### config.mk
export PLATFORM = sky130hd
export DESIGN_NAME = riscv_store_buffer
export DESIGN_NICKNAME = d
export VERILOG_FILES = /design/src/rtl/riscv_store_pkg.sv /design/src/rtl/riscv_store_align.sv /design/src/rtl/riscv_store_buffer.sv
export SDC_FILE = /design/constraint.sdc
export NUM_CORES = 1
export LEC_CHECK = 0
export ABC_AREA = 0
export CORE_MARGIN = 2
export CORE_UTILIZATION = 47
export DETAILED_ROUTE_END_ITERATION = 6
export GPL_TIMING_DRIVEN = 0
export PLACE_DENSITY_LB_ADDON = 0.08
export SLEW_MARGIN = 0
export SYNTH_ARGS = -nofsm -noshare
export SYNTH_HDL_FRONTEND = slang
export SYNTH_SLANG_ARGS = --single-unit
export TNS_END_PERCENT = 100
### constraint.sdc
create_clock -name clk -period 2.8 [get_ports clk]
set_clock_uncertainty 0.1 [all_clocks]
set_input_delay 0.42 -clock clk [delete_from_list [all_inputs] [get_ports clk]]
set_output_delay 0.42 -clock clk [all_outputs]
set_load 0.02 [all_outputs]
### src/rtl/riscv_store_pkg.sv
// +--------------------------------------------------------------------+
// | riscv_store_pkg: store-buffer types, funct3 codes, alignment check |
// | Revision: 1.0                                                      |
// +--------------------------------------------------------------------+
`default_nettype none

package riscv_store_pkg;

  localparam logic [2:0] F3_SB = 3'b000;
  localparam logic [2:0] F3_SH = 3'b001;
  localparam logic [2:0] F3_SW = 3'b010;

  typedef struct packed {
    logic [29:0] addr_w;
    logic [31:0] data;
    logic [3:0]  be;
  } store_entry_t;

  // Illegal funct3 codes are reported through the same error path as misalignment.
  function automatic logic store_misaligned(input logic [2:0] funct3, input logic [1:0] addr);
    case (funct3)
      F3_SB:   store_misaligned = 1'b0;
      F3_SH:   store_misaligned = addr[0];
      F3_SW:   store_misaligned = |addr;
      default: store_misaligned = 1'b1;
    endcase
  endfunction

endpackage

`default_nettype wire

### src/rtl/riscv_store_align.sv
// +--------------------------------------------------------------------+
// | riscv_store_align: places sb/sh/sw data into byte lanes with mask  |
// | Revision: 1.0                                                      |
// +--------------------------------------------------------------------+
`default_nettype none

module riscv_store_align
  import riscv_store_pkg::*;
(
  input  logic [2:0]  funct3,
  input  logic [1:0]  addr,
  input  logic [31:0] data,
  output logic [31:0] wd,
  output logic [3:0]  be,
  output logic        err
);

  always_comb begin
    wd  = data;
    be  = 4'hf;
    err = store_misaligned(funct3, addr);
    case (funct3)
      F3_SB: begin
        wd = {4{data[7:0]}};
        be = 4'b0001 << addr;
      end
      F3_SH: begin
        wd = {2{data[15:0]}};
        be = 4'b0011 << {addr[1], 1'b0};
      end
      default: ;
    endcase
  end

endmodule

`default_nettype wire

### src/rtl/riscv_store_buffer.sv
// +--------------------------------------------------------------------+
// | riscv_store_buffer: in-order store FIFO draining to data memory.   |
// | RISCV_STORE_BUF_FWD_EN enables load forwarding. Revision: 1.0      |
// +--------------------------------------------------------------------+
`default_nettype none

module riscv_store_buffer
  import riscv_store_pkg::*;
#(
  parameter int DEPTH = 4
) (
  input  logic                     clk,
  input  logic                     rst,
  input  logic                     st_valid,
  output logic                     st_ready,
  input  logic [31:0]              st_addr,
  input  logic [31:0]              st_data,
  input  logic [2:0]               st_funct3,
  output logic                     st_err,
  output logic                     mem_we,
  output logic [31:0]              mem_addr,
  output logic [31:0]              mem_wd,
  output logic [3:0]               mem_be,
  input  logic                     mem_ack,
  input  logic [31:0]              ld_addr,
  output logic                     ld_hit,
  output logic [31:0]              ld_data,
  output logic [3:0]               ld_be,
  output logic                     empty,
  output logic [$clog2(DEPTH):0]   count
);

  localparam int PW = $clog2(DEPTH);
  localparam int CW = PW + 1;

  logic [PW-1:0] wptr_q, wptr_d, rptr_q, rptr_d;
  logic [CW-1:0] count_q, count_d;
  logic          st_err_q, st_err_d;
  store_entry_t  fifo_q [DEPTH];
  store_entry_t  head;

  logic [31:0] al_wd;
  logic [3:0]  al_be;
  logic        al_err;
  logic        full, accept, enq, deq;

  riscv_store_align u_align (
    .funct3 (st_funct3),
    .addr   (st_addr[1:0]),
    .data   (st_data),
    .wd     (al_wd),
    .be     (al_be),
    .err    (al_err)
  );

  // Full blocks acceptance even when the head drains in the same cycle.
  assign full   = (count_q == CW'(DEPTH));
  assign accept = st_valid && !full;
  assign enq    = accept && !al_err;
  assign deq    = (count_q != '0) && mem_ack;

  always_comb begin
    wptr_d   = wptr_q;
    rptr_d   = rptr_q;
    count_d  = count_q;
    st_err_d = accept && al_err;
    if (enq) wptr_d = wptr_q + 1'b1;
    if (deq) rptr_d = rptr_q + 1'b1;
    case ({enq, deq})
      2'b10:   count_d = count_q + 1'b1;
      2'b01:   count_d = count_q - 1'b1;
      default: count_d = count_q;
    endcase
  end

  always_ff @(posedge clk or negedge rst) begin
    if (!rst) begin
      wptr_q   <= '0;
      rptr_q   <= '0;
      count_q  <= '0;
      st_err_q <= 1'b0;
    end else begin
      wptr_q   <= wptr_d;
      rptr_q   <= rptr_d;
      count_q  <= count_d;
      st_err_q <= st_err_d;
    end
  end

  // Storage needs no reset: an entry is only observed while count covers it.
  always_ff @(posedge clk) begin
    if (enq) fifo_q[wptr_q] <= '{addr_w: st_addr[31:2], data: al_wd, be: al_be};
  end

  assign head     = fifo_q[rptr_q];
  assign empty    = (count_q == '0);
  assign st_ready = !full;
  assign st_err   = st_err_q;
  assign count    = count_q;
  assign mem_we   = !empty;
  assign mem_addr = empty ? 32'h0 : {head.addr_w, 2'b00};
  assign mem_wd   = empty ? 32'h0 : head.data;
  assign mem_be   = empty ? 4'h0  : head.be;

`ifdef RISCV_STORE_BUF_FWD_EN
  logic [PW-1:0] fwd_idx;
  logic [31:0]   fwd_data;
  logic [3:0]    fwd_be;
  logic          unused_ld;

  // Walk oldest to youngest so later stores overwrite earlier bytes.
  always_comb begin
    fwd_idx  = '0;
    fwd_data = '0;
    fwd_be   = '0;
    for (int i = 0; i < DEPTH; i++) begin
      fwd_idx = rptr_q + PW'(i);
      if ((CW'(i) < count_q) && (fifo_q[fwd_idx].addr_w == ld_addr[31:2])) begin
        for (int b = 0; b < 4; b++) begin
          if (fifo_q[fwd_idx].be[b]) fwd_data[8*b +: 8] = fifo_q[fwd_idx].data[8*b +: 8];
        end
        fwd_be = fwd_be | fifo_q[fwd_idx].be;
      end
    end
  end

  assign ld_hit    = |fwd_be;
  assign ld_data   = fwd_data;
  assign ld_be     = fwd_be;
  assign unused_ld = ^ld_addr[1:0];
`else
  logic unused_ld;

  assign ld_hit    = 1'b0;
  assign ld_data   = 32'h0;
  assign ld_be     = 4'h0;
  assign unused_ld = ^ld_addr;
`endif

endmodule

`default_nettype wire

# == Yosys cells after proc, flatten, opt, wreduce, memory -nomap -nowiden ==
# Memory sizes are Yosys's and may differ from the RTL's.
# Index checks and enable logic that the tools add are counted.
# totals
regBits,8
ramBits,264
memories,1
# classes
n_mux,9
eq_ne,5
n_shift,2
n_reduce_logical,12
add_sub_neg,4
# memory_table
name,words,word_bits,rd,rd_ports_with_merged_regs,write_ports,line_no,text
fifo_q,4,66,1,0,1,riscv_store_buffer.sv:39,store_entry_t fifo_q [DEPTH];
# ops
operator,count
2-to-1 mux 32 bit,2
case mux 32 bit (2 select lines),1
case mux 4 bit (2 select lines),1
zero test 3 bit,2
case mux 3 bit (2 select lines),1
"adder 2 x 1 -> 2 bit, second input constant",2
logical AND 1 bit,4
2-to-1 mux 4 bit,1
"left shift 1 x 2 -> 4 bit, first input constant",1
"left shift 2 x 2 -> 4 bit, first input constant",1
"adder 3 x 1 -> 3 bit, second input constant",1
"equality test 3 x 1 -> 1 bit, second input constant",1
"equality test 3 x 2 -> 1 bit, second input constant",1
"equality test 3 bit, second input constant",1
zero test 1 bit,3
case mux 1 bit (3 select lines),1
nonzero test 3 bit,1
"subtractor 3 x 1 -> 3 bit, second input constant",1
"equality test 2 x 1 -> 1 bit, second input constant",1
"equality test 2 bit, second input constant",1
2-to-1 mux 1 bit,2
nonzero test 2 bit,1
OR reduction 2 bit,1

# == Logic depth before layout (Yosys ltp) ==
# Gate-level depths: netlist (run 1).
# depth
ltp_word,6
depth_mapped,10
mapped_depth_nobuf,10

# == Cells and area by module ==
# From an unflattened synthesis (run 1), not the netlist that was laid out.
# hier_totals
cells_unflattened,566
hier_area_um2,11280.8
# by_module_without_submodules
mod,area_each_um2,cells_per_inst,n_inst
riscv_store_buffer,10759.1,500,1
riscv_store_align,521.8,66,1

# == Worst setup path before layout (run 1) ==
# No wires, ideal clock.
# synth_path
kind,register -> register
start,"register count_q[2], in the netlist count[2]"
end,"memory fifo_q[0][0] (netlist name), enable pin"
arrival_ps,2766
path_buffers,0
required_ps,2269
path_slack_ps,-497
setup_ps,431
stages_incl_launch_ff,5
period_less_slack_ps,3297
cell_sequence,dfrtp_1 > or3b_1 > nand2_1 > nor3_2 > and2_1
# synth_between
elab_chain_len,6
# synth_rtl
element,line_no,text
from (decl),riscv_store_buffer.sv:37,"logic [CW-1:0] count_q, count_d;"
from (signal assigned),riscv_store_buffer.sv:85,count_q <= count_d;
equality test 3 bit,riscv_store_buffer.sv:57,assign full = (count_q == CW'(DEPTH));
zero test 1 bit,-,
net st_ready,riscv_store_buffer.sv:15,"output logic st_ready,"
logical AND 1 bit,riscv_store_buffer.sv:58,assign accept = st_valid && !full;
logical AND 1 bit,riscv_store_buffer.sv:59,assign enq = accept && !al_err;
2-to-1 mux 1 bit,riscv_store_buffer.sv:92,"if (enq) fifo_q[wptr_q] <= '{addr_w: st_addr[31:2], data: al_wd, be: al_be};"
2-to-1 mux 1 bit (implied by the code),riscv_store_buffer.sv:92,
to (decl),riscv_store_buffer.sv:39,
# The timed path passes the listed nets, and every way through them passes these cells.

# == Worst setup path after layout (run 1) ==
# layout_path
start,"register count_q[0], in the netlist count[0]"
end,output port mem_wd[15]
# layout_between
elab_chain_len,2
# layout_rtl
element,line_no,text
zero test 3 bit,riscv_store_buffer.sv:96,assign empty = (count_q == '0);
2-to-1 mux 32 bit,riscv_store_buffer.sv:102,assign mem_wd = empty ? 32'h0 : head.data;
to (decl),riscv_store_buffer.sv:22,"output logic [31:0] mem_wd,"
# No other way between the ends.

==> results.md, run 1 <==
- Outcome: complete, no violations
- Mapped Area: 0.0111 mm²
- Max-cap violation count: 0
- Final period util: between 90 and 100%
- Arr. time, crit path: approximately 2.3 ns
- Fmax: roughly 360 MHz
- Die Wd: between 150 and 200 µm
- TritonCTS Buffers: 29
- RR Startpoint: count[2]$_DFFE_PN0P_
- RR Endpoint: fifo_q[3][5]$_DFFE_PP_
- Startpoint class of the critical path: flop
- Cell Rows: 56
- Sequential share of power: a little over a third
- RSZ-0062 raised after global routing: true
- Logic gate share of total power: 36.1%
- CTS HTree Levels: 1
- Leakage: between 4 and 5 nW
- Nets@finish: just under 900
- Post-Layout Inst Area: between 0.01 and 0.015 mm²
- Slew Viols, Final: 0
- Cells after synthesis: 555
- Ratio of total power to cell area: between 900 and 1000 mW/mm²
- Final core utilization: around three fifths
- Starting density of the core: 47.6%
- Layout Cells excl Fill: between 1k and 1.5k
- Required @ worst endpoint: 2.28 ns
- Global-route wire length before repair: 34000 µm
- DR WL/cell: between 20 and 25 µm
- Hold-fix buffer count after cts: 0
- Clock latency on the worst-skew pair: ~0.53 ns
- Vias in the first global route: between 5k and 6k
- Commonest cells after routing, fill and taps aside: edfxtp_1 (264), clkdlybuf4s50_1 (76), and2_1 (67)
- Reg2Reg Setup Slack: between 0.3 and 0.4 ns
- Clock tree from TritonCTS: yes
- Vias/cell: around 5
- Sink Count: ~270
- WS Path Type: reg2out
- DR iter-0 viols: 237
- IO Port Bufs: between 100 and 150
- Yosys reg bits: approximately 270
- Die area: about 0.025 mm²
- CORE AREA: ~0.023 mm²
- Aggregate global routing overflow: 0
- Placer's final routability congestion estimate: ~0.74
- Drt first pass iters: 4
- Critical Path End Type: output pin
- Syn avg cell area: 20.1 µm²
- Distinct cell type count of the synthesized netlist: 28
- Largest net degree at the start of global routing: 41
- Leading cell type in the layout, fill and taps excluded: edfxtp_1
- Hold Crit Class: in2async
- Clock-pin transition on the worst setup and hold timing paths: 0.06 ns
- Antenna viol nets, final: 0
- EDFF count, synth: between 200 and 300
- Net switching power: between 0.004 and 0.005 W
- Cell Int Power: between 0.009 and 0.01 W
- Placed instance count: approximately 1.1k
- Min Tclk post-route: about 2.8 ns
- Layout cells sized above 1: roughly 28%
- Final setup violation count: 0
- CTS Buffer Depth: 3
- Final hold viol count: 0
- Top FF cell, synth: edfxtp_1
- Clock power frac: 27.7%
- Initial antenna violation count: 3
- Crit-path max FO: 10
- HPWL Detailed: approximately 14000 µm
- IO Pins: roughly 220
- DRT Wirelength: 22400 µm
- Peak supply drop: 0.000475 V
- Drc violations: 0
- Pwr Total: about 0.013 W
- Cell Area, Placed: around 0.013 mm²
- Area Overhead vs Synth: 26.4%
- Die height: 158 µm
- Cells on worst reg2reg path: 5
- Sequential fraction of the synthesis area: between 70 and 80%
- Worst Setup SP: count[0]$_DFFE_PN0P_
- Fillers: approximately 1.8k
- Root buffer selected by CTS: clkbuf_16
- Sw frac: 30.6%
- Synth async-reset ratio: 2.94%
- Worst-margin pin slew: 0.858 ns
- Slew headroom: between 40% and 50%
- GRT Total Usage: a little under a fifth
- Syn. warnings: 0
- Via count: approximately 5.6k
## Yosys cell counts, drive strengths merged, types with 2 or more instances
cell type	instances	area, µm²
a21oi	9	45.0
clkbuf	9	33.8
nand2	2	7.51
nor2	14	55.1
and2	71	444
dfrtp	8	200
o21ai	4	20.0
mux4	66	1490
mux2i	9	90.1
ha	5	62.6
mux2	17	191
buf	55	425
xnor2	3	26.3
xor2	3	26.3
inv	8	30.0
nor3	3	25.0
edfxtp	264	7930
## what timing repair did
item                       in CTS  in global routing
resized for setup             158                 18
setup buffers                   1                  0
pin swaps                       1                  0
setup endpoints to repair      68                 47
hold endpoints to repair        0                  0
## cell families after synthesis
| family | count (synthesis) | synth area share [%] |
|---|---|---|
| other | 1 | 0.0337 |
| AND/OR/NAND/NOR | 93 | 4.96 |
| flip-flops | 272 | 72.9 |
| AO/OA/AOI/OAI | 13 | 0.584 |
| buffers and inverters | 72 | 4.39 |
| XOR/XNOR | 6 | 0.472 |
| adder cells (fa/ha/maj) | 6 | 0.741 |
| multiplexers | 92 | 15.9 |
## worst max-delay path: stages, from the launching register on
cell and delay [ns]:
dfrtp_2 0.44, or3_4 0.44, clkbuf_8 0.19, clkbuf_8 0.18, and2_1 0.15, dlygate4sd2_1 0.32
## power by group through the flow
stage                     registers [W]  clock network (W)  logic (W)
after floorplan                 0.00493                  0    0.00318
after global placement          0.00491                  0    0.00529
after detailed placement        0.00492                  0    0.00535
after CTS                       0.00484            0.00380    0.00502
after global routing            0.00486            0.00396    0.00523
final                           0.00484            0.00371    0.00484
## registers in the layout, indices dropped and copies added, names as in the netlist
name    cells
st_err      1
count       3
rptr_q      2
fifo_q    264
wptr_q      2
## through the flow
stage                     hold WS (ns)  setup TNS [ns]  setup slack (ns)
final                           0.0900               0            0.0124
after global routing            0.0991          -0.996           -0.0535
after CTS                       0.0708          -0.155           -0.0423
after global placement           0.394         -248.63            -0.939
after detailed placement         0.410          -35.80            -0.349
after floorplan                 0.0244               0             0.211
## area by class of cell
class / instances / area [µm²] / share of cell area (%)
tap: 319 / 399 / 2.84
timing repair buffer: 148 / 1380 / 9.80
multi-input combinational: 249 / 2680 / 19.1
clock buffer: 40 / 767 / 5.45
inverter: 8 / 30.0 / 0.213
clock inverter: 12 / 163 / 1.16
buffer: 64 / 526 / 3.73
antenna: 1 / 2.50 / 0.0178
sequential: 272 / 8130 / 57.7
## per-layer routing
| layer | global-route usage [%] | vias to the layer above | wire length (µm) |
|---|---|---|---|
| met5 | 0 | - | 23 |
| met4 | 4.76 | 4 | 391 |
| met3 | 3.70 | 33 | 1420 |
| met2 | 31.5 | 179 | 11000 |
| met1 | 24.5 | 2863 | 9480 |
| li1 | - | 2534 | - |
## worst max path at each step
stage | endpoint | slack (ns) | depth (start not counted)
after detailed placement | mem_wd[7] | -0.35 | 5
after CTS | mem_wd[8] | -0.04 | 5
final | mem_wd[15] | 0.01 | 5
after floorplan | fifo_q[0][0]$_DFFE_PP_ | 0.21 | 4
after global placement | fifo_q[1][23]$_DFFE_PP_ | -0.94 | 5
after global routing | mem_wd[8] | -0.05 | 5
No activity file was read; power rests on OpenSTA's default activity.
==> run 2, diff against run 1 <==
--- a/config.mk
+++ b/config.mk
@@ -5,11 +5,12 @@
 export SDC_FILE = /design/constraint.sdc
 export NUM_CORES = 1
 export LEC_CHECK = 0
-export ABC_AREA = 0
+export ABC_AREA = 1
 export CORE_MARGIN = 2
 export CORE_UTILIZATION = 47
 export DETAILED_ROUTE_END_ITERATION = 6
 export GPL_TIMING_DRIVEN = 0
+export HOLD_SLACK_MARGIN = 0.1
 export PLACE_DENSITY_LB_ADDON = 0.08
 export SLEW_MARGIN = 0
 export SYNTH_ARGS = -nofsm -noshare
==> constraint.sdc (replaced) <==
create_clock -name clk -period 2.8 [get_ports clk]
set_clock_uncertainty 0.1 [all_clocks]
set_input_delay 0.42 -clock clk [delete_from_list [all_inputs] [get_ports clk]]
set_output_delay 0.42 -clock clk [all_outputs]
set_load 0.05 [all_outputs]
==> results.md, run 2 <==
- Mux share of post-synthesis cell area: 0%
- Cell Int Power: roughly 0.0091 W
- Distinct cell type count of the synthesized netlist: 24
- Final setup violation count: 0
- Syn. warnings: 0
- Drc violations: 0
- CTS HTree Levels: 1
- Sequential share of power: 28.9%
- Crit-path max FO: 10
- Top FF cell, synth: edfxtp_1
- Initial antenna violation count: 0
- Peak supply drop: around 0.0008 V
- CORE AREA: 0.0236 mm²
- Leakage: ~5.3 nW
- Root buffer selected by CTS: clkbuf_16
- WS Path Type: reg2out
- Logic gate share of total power: 49.6%
- Reg2Reg Setup Slack: 0.51 ns
- GRT Total Usage: a little over a fifth
- Clock tree from TritonCTS: yes
- Die Wd: between 150 and 200 µm
- DR iter-0 viols: between 500 and 600
- Hold Crit Class: in2reg
- Top post-synthesis cells by area: edfxtp_1 (70%), nor2_1 (9.1%), o21ai_0 (5.3%), buf_4 (3.3%), a21oi_1 (3.0%)
- Max reg flops: 264
- DR WL/cell: 18.0 µm
- Required @ worst endpoint: 2.28 ns
- Mapped Area: ~0.011 mm²
- Max-cap violation count: 0
- Final hold viol count: 0
- TritonCTS Buffers: 28
- Synth Area in Compound Gates: between 9 and 10%
- Post-Synth XOR/XNOR Area: less than 1%
- Startpoint class of the critical path: flop
- Post-Layout Inst Area: between 0.01 and 0.015 mm²
- Sw frac: roughly 45%
- Final core utilization: 60.7%
- Placer's final routability congestion estimate: approximately 0.79
- Cell Rows: 56
- Antenna viol nets, final: 0
- Slew Viols, Final: 0
- Largest net degree at the start of global routing: 28
- Pwr Total: 0.0167 W
- EDFF count, synth: 264
- Largest family of logic cells by synthesized area: simple AND/OR/NAND/NOR gates
- Hold Path Stages: 3
- Synth Area in Simple Gates: a little under an eighth
- Cells after synthesis: approximately 960
- Starting density of the core: 48.1%
- Sequential fraction of the synthesis area: a little under three quarters
- Cell Area, Placed: about 0.014 mm²
- Clock power frac: a little over a fifth
- RSZ-0062 raised after global routing: true
- Slew headroom: around two fifths
- Sink Count: approximately 270
- Synth top area share: between 60% and 70%
- Die area: 0.0254 mm²
- Top-count cell post-synth: nor2_1
- Syn avg cell area: roughly 12 µm²
- Nets@finish: 1294
- Fmax: approximately 370 MHz
- Biggest area consumer among synthesized cells: edfxtp_1
- Antenna cells: 0
- CTS Buffer Depth: 3
- Commonest cells after routing, fill and taps aside: nor2_1 (271), edfxtp_1 (264), o21ai_0 (121)
- DRT Wirelength: ~28000 µm
- Arr. time, crit path: around 2.2 ns
- Hold slack: just under 0.4 ns
- Cells on worst reg2reg path: 11
- Fillers: between 1.5k and 2k
- Aggregate global routing overflow: 0
- Critical Path End Type: output pin
- Synth Area in Adders: 0.727%
- Clock latency on the worst-skew pair: about 0.53 ns
- Biggest register: fifo_q
- IO Port Bufs: between 100 and 150
- Layout cells sized above 1: 19.2%
- Final period util: 97.1%
- Setup WS pre-CTS: -0.672 ns
- IO Pins: between 200 and 250
- Ratio of total power to cell area: around 1200 mW/mm²
- Drt first pass iters: 4
- Outcome: complete, no violations
- Yosys reg bits: 272
- Commonest cells in the netlist: nor2_1 (276), edfxtp_1 (264), o21ai_0 (121), a21oi_1 (67), nand2_1 (57)
- Fin worst setup slack: 0.0800 ns
- Via count: around 7.6k
- Min Tclk post-route: ~2.7 ns
- Vias/cell: 4.99
- Net switching power: 0.00759 W
- Leading cell type in the layout, fill and taps excluded: nor2_1
- Global-route wire length before repair: approximately 42000 µm
- Worst-margin pin slew: between 0.8 and 0.9 ns
- HPWL Detailed: between 15000 and 20000 µm
- Vias in the first global route: ~7.3k
- Clock-pin transition on the worst setup and hold timing paths: approximately 0.060 ns
- Die height: around 160 µm
- Synth async-reset ratio: under 10%
- Area Overhead vs Synth: 26.2%
-- run 2: cell types whose count changed after synthesis, moves of 10 or more --
cell / change
nor2_1: +263
o21ai_0: +117
and2_1: -71
mux4_2: -66
a21oi_1: +58
nand2_1: +55
o21ai_1: +27
inv_1: +18
mux2_2: -17
buf_2: +10
-- run 2: cell type report --
cell class / instances / area, µm² / share of cell area, %
flip-flops and latches: 272 / 8130 / 56.7
clock buffers: 34 / 723 / 5.04
multi-input cells: 610 / 2770 / 19.3
clock inverters: 17 / 166 / 1.16
inverters: 28 / 108 / 0.750
well taps: 319 / 399 / 2.78
plain buffers: 93 / 662 / 4.61
repair buffers: 152 / 1380 / 9.64
-- run 2: cells by family after synthesis --
logic type / after synthesis
simple gates: 339
buf+inv: 121
other cells: 1
flops: 272
xor+xnor: 2
fa+ha+maj: 6
compound gates: 222
-- run 2: final timing paths --
path,startpoint,end
max reg2reg,count[0]$_DFFE_PN0P_,count[2]$_DFFE_PN0P_
min,st_valid,st_err$_DFF_PN0_
min in group asynchronous,rst,wptr_q[0]$_DFFE_PN0P_
max in group asynchronous,rst,count[1]$_DFFE_PN0P_
max,rptr_q[0]$_DFFE_PN0P_,mem_wd[23]
min reg2reg,count[0]$_DFFE_PN0P_,count[0]$_DFFE_PN0P_
-- run 2: repair_timing --
item                                   4_1_cts  5_1_grt
gates cloned                                 0        2
pin swaps                                    1        3
endpoints found under the hold margin        8        0
hold buffers                                 1        0
resized for setup                          363       43
setup buffers                                0        0
setup endpoints to repair                  106       92
-- run 2: stage by stage --
step | setup TNS (ns) | instances
floorplan | -1.03 | 1001
global placement | -335.26 | 1463
detailed placement | -100.34 | 1471
CTS | 0 | 1523
global route | -0.00114 | 1525
finish | 0 | 1525
-- run 2: power by group through the flow --
stage	sequential [W]	clock [W]	combinational (W)
2_1_floorplan	0.00500	0	0.00571
5_1_grt	0.00486	0.00380	0.00892
4_1_cts	0.00483	0.00364	0.00826
3_3_place_gp	0.00492	0	0.00862
6_report	0.00484	0.00358	0.00830
3_5_place_dp	0.00492	0	0.00872
-- run 2: worst max-delay path, cell delays in order (launching register included) --
cell,delay (ns)
dfrtp_1,0.35
buf_4,0.18
inv_4,0.14
buf_6,0.19
buf_4,0.21
o21ai_0,0.10
a21oi_1,0.24
buf_4,0.25
-- run 2: per-layer routing --
metal / wire (µm) / track usage [%]
met2: 13200 / 35.4
met1: 12300 / 29.9
met5: 0 / 0
met4: 351 / 4.59
met3: 1580 / 2.94
==> run 3, diff against run 2 <==
--- a/config.mk
+++ b/config.mk
@@ -8,6 +8,7 @@
 export ABC_AREA = 1
 export CORE_MARGIN = 2
 export CORE_UTILIZATION = 47
+export CTS_CLUSTER_DIAMETER = 200
 export DETAILED_ROUTE_END_ITERATION = 6
 export GPL_TIMING_DRIVEN = 0
 export HOLD_SLACK_MARGIN = 0.1
==> results of run 3 <==
The final DEF is identical to that of run 2; final timing and power are the same.
